### src/rtl/gearbox_pkg.sv
`default_nettype none
// ============================================================================
// Module   : gearbox_pkg
// Purpose  : Shared constants and helpers for the 64B/66B gearboxes.
//            AURORA_BLOCK_W is the block width. SYNC_DATA and SYNC_CTRL are
//            the sync header values. fill_w() sizes a fill counter so that it
//            can hold 0..BUF_W, where BUF_W = in_w + out_w - 1.
// Ports    : none (package)
// Revision : 1.0 - initial release
// ============================================================================
package gearbox_pkg;

  localparam int         AURORA_BLOCK_W = 66;
  localparam logic [1:0] SYNC_DATA      = 2'b01;
  localparam logic [1:0] SYNC_CTRL      = 2'b10;

  // The counter must represent BUF_W itself, so it needs
  // clog2(BUF_W + 1) = clog2(in_w + out_w) bits.
  function automatic int fill_w(input int in_w, input int out_w);
    return $clog2(in_w + out_w);
  endfunction

endpackage
`default_nettype wire

### src/rtl/bit_insert.sv
`default_nettype none
// ============================================================================
// Module   : bit_insert
// Purpose  : Combinational variable-offset OR-insert. word is zero-extended
//            to BUF_W, shifted left by pos and OR-ed into base. The caller
//            guarantees that the bits of base at and above pos are zero.
//            The RX gearbox reuses this block.
// Ports    : base   [BUF_W-1:0]  existing LSB-aligned bit buffer
//            word   [IN_W-1:0]   word to insert
//            pos    [POS_W-1:0]  insert offset (current fill level)
//            en                  insert enable; when low, result = base
//            result [BUF_W-1:0]  merged buffer
// Revision : 1.0 - initial release
// ============================================================================
module bit_insert
  import gearbox_pkg::*;
#(
  parameter int IN_W  = AURORA_BLOCK_W,
  parameter int BUF_W = 97,
  parameter int POS_W = fill_w(IN_W, BUF_W - IN_W + 1)
) (
  input  logic [BUF_W-1:0] base,
  input  logic [IN_W-1:0]  word,
  input  logic [POS_W-1:0] pos,
  input  logic             en,
  output logic [BUF_W-1:0] result
);

  logic [BUF_W-1:0] word_ext;

  always_comb begin
    word_ext             = '0;
    word_ext[IN_W-1:0]   = word;
    result               = base;
    if (en) begin
      // Bits shifted past BUF_W are dropped. The caller only inserts while
      // pos + IN_W <= BUF_W, so no data bits are lost here.
      result = base | (word_ext << pos);
    end
  end

endmodule
`default_nettype wire

### src/rtl/gearbox_66_to_n.sv
`default_nettype none
// ============================================================================
// Module   : gearbox_66_to_n
// Purpose  : Fill-level TX gearbox. It packs IN_W-bit 64B/66B blocks into
//            OUT_W-bit serdes words, LSB first, with valid/ready on both
//            sides. It also reports underflow when the serializer is starved.
// Ports    : clk                 sole clock
//            rst                 synchronous active-high reset
//            data_in  [IN_W-1:0] input block, sync header in [1:0]
//            in_valid            data_in valid
//            in_ready            block accepted this cycle (if in_valid)
//            data_out [OUT_W-1:0] output word
//            out_valid           data_out valid
//            out_ready           serializer consumes data_out
//            underflow           one-cycle pulse: word wanted, none ready
// Revision : 1.0 - initial release
// ============================================================================
module gearbox_66_to_n
  import gearbox_pkg::*;
#(
  parameter int IN_W  = AURORA_BLOCK_W,
  parameter int OUT_W = 32
) (
  input  logic             clk,
  input  logic             rst,
  input  logic [IN_W-1:0]  data_in,
  input  logic             in_valid,
  output logic             in_ready,
  output logic [OUT_W-1:0] data_out,
  output logic             out_valid,
  input  logic             out_ready,
  output logic             underflow
);

  localparam int                BUF_W   = IN_W + OUT_W - 1;
  localparam int                FILL_W  = fill_w(IN_W, OUT_W);
  localparam logic [FILL_W-1:0] IN_W_F  = FILL_W'(IN_W);
  localparam logic [FILL_W-1:0] OUT_W_F = FILL_W'(OUT_W);

  logic [BUF_W-1:0]  bit_buf;
  logic [BUF_W-1:0]  combined;
  logic [FILL_W-1:0] fill;
  logic [FILL_W-1:0] avail;
  logic              accept;
  logic              emit;
  logic              primed;

  // in_ready depends only on registered state and rst, never on in_valid.
  // A block is taken only while fewer than OUT_W bits are buffered. That
  // keeps fill + IN_W <= BUF_W.
  assign in_ready = ~rst & (fill < OUT_W_F);
  assign accept   = in_valid & in_ready;
  assign avail    = fill + (accept ? IN_W_F : '0);
  // The output register can load when it is empty or is being drained
  // in this same cycle.
  assign emit     = (avail >= OUT_W_F) & (~out_valid | out_ready);

  bit_insert #(
    .IN_W  (IN_W),
    .BUF_W (BUF_W),
    .POS_W (FILL_W)
  ) u_insert (
    .base   (bit_buf),
    .word   (data_in),
    .pos    (fill),
    .en     (accept),
    .result (combined)
  );

  always_ff @(posedge clk) begin
    if (rst) begin
      bit_buf   <= '0;
      fill      <= '0;
      data_out  <= '0;
      out_valid <= 1'b0;
      underflow <= 1'b0;
      primed    <= 1'b0;
    end else begin
      if (emit) begin
        data_out <= combined[OUT_W-1:0];
        // The logical shift zero-fills from the top. This keeps every bit
        // at or above fill cleared.
        bit_buf  <= combined >> OUT_W;
        fill     <= avail - OUT_W_F;
        primed   <= 1'b1;
      end else begin
        bit_buf  <= combined;
        fill     <= avail;
      end
      out_valid <= emit | (out_valid & ~out_ready);
      // primed keeps the idle period between reset and the first word from
      // being reported as underflow.
      underflow <= primed & out_ready & ~emit;
    end
  end

endmodule
`default_nettype wire
### config.mk
export PLATFORM = sky130hd
export DESIGN_NAME = gearbox_66_to_n
export DESIGN_NICKNAME = d
export VERILOG_FILES = /design/src/rtl/gearbox_pkg.sv /design/src/rtl/bit_insert.sv /design/src/rtl/gearbox_66_to_n.sv
export SDC_FILE = /design/constraint.sdc
export NUM_CORES = 1
export LEC_CHECK = 0
export CAP_MARGIN = 15
export CORE_MARGIN = 10
export CORE_UTILIZATION = 51
export CTS_CLUSTER_DIAMETER = 60
export DETAILED_ROUTE_END_ITERATION = 6
export PLACE_DENSITY = 0.87
export SLEW_MARGIN = 20
export SYNTH_ARGS = -nofsm -noshare
export SYNTH_HDL_FRONTEND = slang
export SYNTH_SLANG_ARGS = --single-unit
### constraint.sdc
create_clock -name clk -period 3.7 [get_ports clk]
set_input_delay 0.37 -clock clk [delete_from_list [all_inputs] [get_ports clk]]
set_output_delay 0.37 -clock clk [all_outputs]
set_load 0.1 [all_outputs]
---- After elaboration in Yosys (flattened, before gate mapping) ----
Cells that the tools add are included.
cells by class
  $lt $le $gt $ge ......................... 2
  shifts and indexed selects .............. 1
  add/sub/neg operators ................... 2
  muxes and demuxes ....................... 4
  reductions and logical operators ........ 1
  bitwise gates (word level) .............. 13
operators by type and width
  operator                                                            count
  2-to-1 mux 97 bit                                                   1
  OR 97 bit                                                           1
  left shift 66 x 7 -> 97 bit                                         1
  2-to-1 mux 65 bit                                                   1
  2-to-1 mux 7 bit                                                    2
  adder 7 bit                                                         1
  greater-or-equal comparator 7 x 6 -> 1 bit (second input constant)  1
  < comparator 7 x 6 -> 1 bit (second input constant)                 1
  subtractor 7 x 6 -> 7 bit (second input constant)                   1
  AND 1 bit                                                           6
  inverter 1 bit                                                      4
  OR 1 bit                                                            2
  OR reduction 2 bit                                                  1
storage, ports and cells
  output and inout bits ................... 35
  word-level logic and storage cells ...... 30
  register bits ........................... 139

---- Depth between registers and ports, before layout ----
  word-level depth ........................ 9
  mapped depth ............................ 17
  gate-level depth less buffers ........... 11

---- Modules after synthesis ----
A second synthesis with hierarchy kept.
second synthesis, totals
  cells, all modules ...................... 1,231
  area total of the unflattened synthesis .. 11,284.6 µm²
by module, submodules not included
  module           cells each  area each (µm²)  instances  sequential area each (µm²)
  bit_insert       905         7,026.7          1          0.0
  gearbox_66_to_n  326         4,257.8          1          2,762.6

---- Worst setup path after synthesis ----
OpenSTA, ideal clock, no wires.
  path kind ............................... in2reg
  from .................................... in rst
  to ...................................... reg data_out[0]
  stages on the path ...................... 16
  slack ................................... 0.207 ns
  data arrival time ....................... 3.407 ns
  data required time ...................... 3.614 ns
  path buffers ............................ 6
  cell sequence ........................... or4b_1 -> clkbuf_1 -> inv_2 -> buf_2 -> buf_2 -> ha_1 -> ha_1 -> nand3_1 -> xnor2_1 -> ha_1 -> nor2b_1 -> buf_2 -> clkbuf_1 -> clkbuf_1 -> nor2_1 -> a211oi_1
on the way
  word-level cells in the longest chain between the ends .. 7
  elaborated cells on any way between the ends .. 8
ends and longest elaborated chain
  what                                        RTL line               text
  from (decl)                                 gearbox_66_to_n.sv:25  input logic rst,
  inverter 1 bit                              gearbox_66_to_n.sv:51  assign in_ready = ~rst & (fill < OUT_W_F);
  AND 1 bit                                   gearbox_66_to_n.sv:51
  AND 1 bit                                   gearbox_66_to_n.sv:52  assign accept = in_valid & in_ready;
  2-to-1 mux 7 bit                            gearbox_66_to_n.sv:53  assign avail = fill + (accept ? IN_W_F : '0);
  adder 7 bit                                 gearbox_66_to_n.sv:53
  greater-or-equal comparator 7 x 6 -> 1 bit  gearbox_66_to_n.sv:56  assign emit = (avail >= OUT_W_F) & (~out_valid | out_ready);
  AND 1 bit                                   gearbox_66_to_n.sv:56
  to (signal assigned)                        gearbox_66_to_n.sv:80  data_out <= combined[OUT_W-1:0];
  to (decl)                                   gearbox_66_to_n.sv:29  output logic [OUT_W-1:0] data_out,
Parallel ways exist; a longest one is shown, timed or not.
A chain may end at the register's enable or synchronous reset.

---- Final worst setup path ----
  from .................................... in in_valid
  to ...................................... reg bit_buf[38]
on the way
  word-level cells in the longest chain between the ends .. 6
  elaborated cells on any way between the ends .. 7
ends and longest elaborated chain
  what                                        RTL line               text
  from (decl)                                 gearbox_66_to_n.sv:27  input logic in_valid,
  AND 1 bit (*)                               gearbox_66_to_n.sv:52
  2-to-1 mux 7 bit                            gearbox_66_to_n.sv:53
  adder 7 bit                                 gearbox_66_to_n.sv:53
  greater-or-equal comparator 7 x 6 -> 1 bit  gearbox_66_to_n.sv:56
  AND 1 bit                                   gearbox_66_to_n.sv:56
  2-to-1 mux 65 bit (*)                       gearbox_66_to_n.sv:79  if (emit) begin
  to (signal assigned)                        gearbox_66_to_n.sv:83  bit_buf <= combined >> OUT_W;
  to (signal assigned)                        gearbox_66_to_n.sv:87  bit_buf <= combined;
  to (decl)                                   gearbox_66_to_n.sv:40  logic [BUF_W-1:0] bit_buf;
Every way passes the cells marked *; elsewhere a longest branch is shown, timed or not.

==> key figures <==
Drt
  – Post-DRT Antenna Nets: 0
  – 1st-iter DRT viols: 966
  – Drt total wl: 28200 µm
  – Post-DR wirelength/cell: 22.9 µm
  – Vias post-DR: 8061
  – DR vias/cell: 6.56
  – # DRC: 0
  – First-pass DRT Iterations: 6

Logic synthesis
  – Syn nets: 1006
  – Cell taking the most area after synthesis: dfxtp_1
  – Top FF cell, synth: dfxtp_1
  – Cell Area, Synth: 8530 µm²
  – Synth area leaders: dfxtp_1, mux4_2, mux2_2
  – Synth unique cells: 76
  – Post-Syn Instances: 933
  – Async S/R FF share, synth: 0%
  – Syn Area/Cell: 9.14 µm²
  – EDFF count, synth: 0
  – Register area share after synthesis: 32.4%
  – Flop and latch count out of synthesis: 138
  – Post-synth top area share: 32.4%
  – Syn. warnings: 0

Global routing
  – Vias in the first global route: 8010
  – First-pass GRT wire length: 44100 µm
  – Largest net degree at the start of global routing: 95
  – Gr ovfl total: 0
  – Initial antenna violation count: 0
  – Tot GR Track Use: 25.0%

Critical path
  – Startpoint Class: input port
  – Slowest-stage cell, CP: or4b_1
  – R2R setup slack: 590 ps
  – Worst r2r dst: bit_buf[38]$_SDFF_PP0_
  – Critical path buffers and inverters: 3
  – WP data required: 4010 ps
  – Worst Path Class, Setup: in -> reg
  – Worst setup EP type: flip-flop
  – Max incr delay on CP: 470 ps
  – Worst r2r src: fill[6]$_SDFF_PP0_
  – WP data arrival: 3440 ps
  – Critical Path Fanout Max: 31
  – Reg2Reg Depth: 11
  – CP cell instances: clkdlybuf4s50_1 -> or4b_1 -> inv_2 -> ha_1 -> nand3_1 -> nor3_1 -> xor2_1 -> ha_1 -> nand2b_2 -> buf_12 -> a211oi_1 -> a211oi_1
  – Crit path max-delay family: simple AND/OR/NAND/NOR gates

Min path
  – Hold endpoint: bit_buf[96]$_SDFF_PP0_
  – Worst min-delay path category: reg -> reg
  – Hold Crit Start: bit_buf[96]$_SDFF_PP0_
  – Worst hold path depth: 2

Clock tree
  – Root Buffer: clkbuf_16
  – Clk buf depth: 2
  – Clock Pin Slew Worst Setup and Hold Paths: 50 ps
  – TritonCTS buffer count: 17
  – Post-CTS Repair Setup Buffers: 0
  – Skew-Pair Late Insertion Delay: 420 ps
  – CTS sink count: 138
  – H-tree Lvls: 4
  – TritonCTS clock tree: built
  – PostCTS Resize Cnt: 0
  – Hold_buf cts: 0

Cells and area
  – Filler cell count in the final layout: 1318
  – Reg area: 2770 µm²
  – Layout cells sized above 1: 17.4%
  – Count of nets after finishing: 1069
  – Commonest cells after routing, fill and taps aside: nor2_1, dfxtp_1, clkdlybuf4s50_1
  – Ant diodes: 0
  – Final Util: 62.6%
  – Finished Cell Area: 10300 µm²
  – Synth-to-Final Area Change: 20.8%
  – Multi-input gate area: 5280 µm²

Floorplanning
  – Starting Density: 51.8%
  – Core area: 16500 µm²
  – Cell Rows: 47
  – IO Pins: 105
  – DIE AREA: 22300 µm²
  – Die Y-Extent: 149 µm
  – Die width: 149 µm

Timing
  – Pins Over Slew Limit: 0
  – Clock Skews: 8.03 ps
  – Final min period: 3130 ps
  – Final setup fails: 0
  – Hold Slack: 457 ps
  – Final TNS setup: 0 ps
  – Final Hold Viols: 0
  – Final worst path period share: 84.6%
  – Slew @ Worst Pin: 1070 ps
  – Fmax: 320 MHz
  – Unrepaired setup endpoints after global routing: no
  – Worst slew margin: 28.4%

Place
  – Input/output buffers: 104
  – GP Congestion: 0.960
  – DPL Wire Length: 20800 µm
  – Placed Area: 9660 µm²

Power and ir drop
  – Static Leak: 3.71 nW
  – Total power: 8.45 mW
  – Power Density: 820 nW/µm²
  – Worst vdd ir: 0.000430 V

Job
  – Max cap viols: 0

Outcome
  – Status: complete, no violations
## sequential cells by signal (all words and copies together) (netlist names)
| signal | flops |
|---|---|
| bit_buf | 97 |
| data_out | 32 |
| fill | 6 |
| out_valid | 1 |
| primed | 1 |
| underflow | 1 |
## layer usage
metal | wire length (µm) | global-route usage, %
met5 | 0 | 0
met4 | 1590 | 13.9
met1 | 10000 | 27.8
met3 | 2320 | 5.40
met2 | 14200 | 43.3
## final cells by class
type | instances | share of cell area (%)
clock inverters | 11 | 1.63
well taps | 220 | 2.67
flip-flops and latches | 138 | 26.9
inverters | 7 | 0.255
multi-input cells | 699 | 51.2
clock buffers | 21 | 4.57
repair buffers | 133 | 12.8
## cells by family (layout without fill, tap and decap cells)
family | after synthesis | count (layout) | share of synthesized area [%]
simple gates | 276 | 276 | 14.1
compound gates | 266 | 266 | 22.4
mux | 149 | 149 | 24.3
flops | 138 | 138 | 32.4
buf+inv | 96 | 172 | 5.86
xor+xnor | 5 | 5 | 0.514
fa+ha+maj | 3 | 3 | 0.440
## synth_stat cells, types with 4 or more instances
library cell    n
dfxtp_1       138
nor2_1        136
a211oi_1       64
a21oi_1        59
nand2_1        58
mux2_2         53
mux2i_1        45
clkbuf_1       41
nor3_1         40
mux4_2         33
buf_2          29
o22ai_1        22
a221oi_1       19
a21o_1         16
o21ai_0        14
a31oi_1        12
mux2_1         11
nand3_1         9
nor2b_1         9
buf_6           8
nand2b_1        8
a221o_1         6
o32ai_1         6
buf_1           5
a221oi_2        4
a22o_1          4
and2_1          4
inv_1           4
mux4_1          4
xnor2_1         4
## where the power goes
group / internal (mW) / switching, mW / total [mW]
sequential: 1.97 / 0.220 / 2.19
clock: 1.18 / 0.636 / 1.82
combinational: 1.41 / 3.03 / 4.44
## through the flow
step	setup slack [ps]	instances
after floorplan	207	933
after global placement	380	1197
after detailed placement	252	1197
after CTS	570	1229
after global routing	379	1229
final	572	1229
## tightest hold or removal path, cell delays in order, from the launching register on
cell,delay [ps]
dfxtp_1,290
inv_1,70
nor2_1,50
## worst max-delay path by stage
stage | start | end | slack, ps | depth (start not counted)
final | in_valid | bit_buf[38]$_SDFF_PP0_ | 570 | 12
after global routing | in_valid | bit_buf[38]$_SDFF_PP0_ | 380 | 12
after CTS | in_valid | bit_buf[38]$_SDFF_PP0_ | 570 | 12
after detailed placement | in_valid | bit_buf[71]$_SDFF_PP0_ | 250 | 12
after global placement | in_valid | bit_buf[45]$_SDFF_PP0_ | 380 | 12
after floorplan | rst | data_out[0]$_SDFFE_PP0P_ | 210 | 16
(Power assumes the default switching activity.)
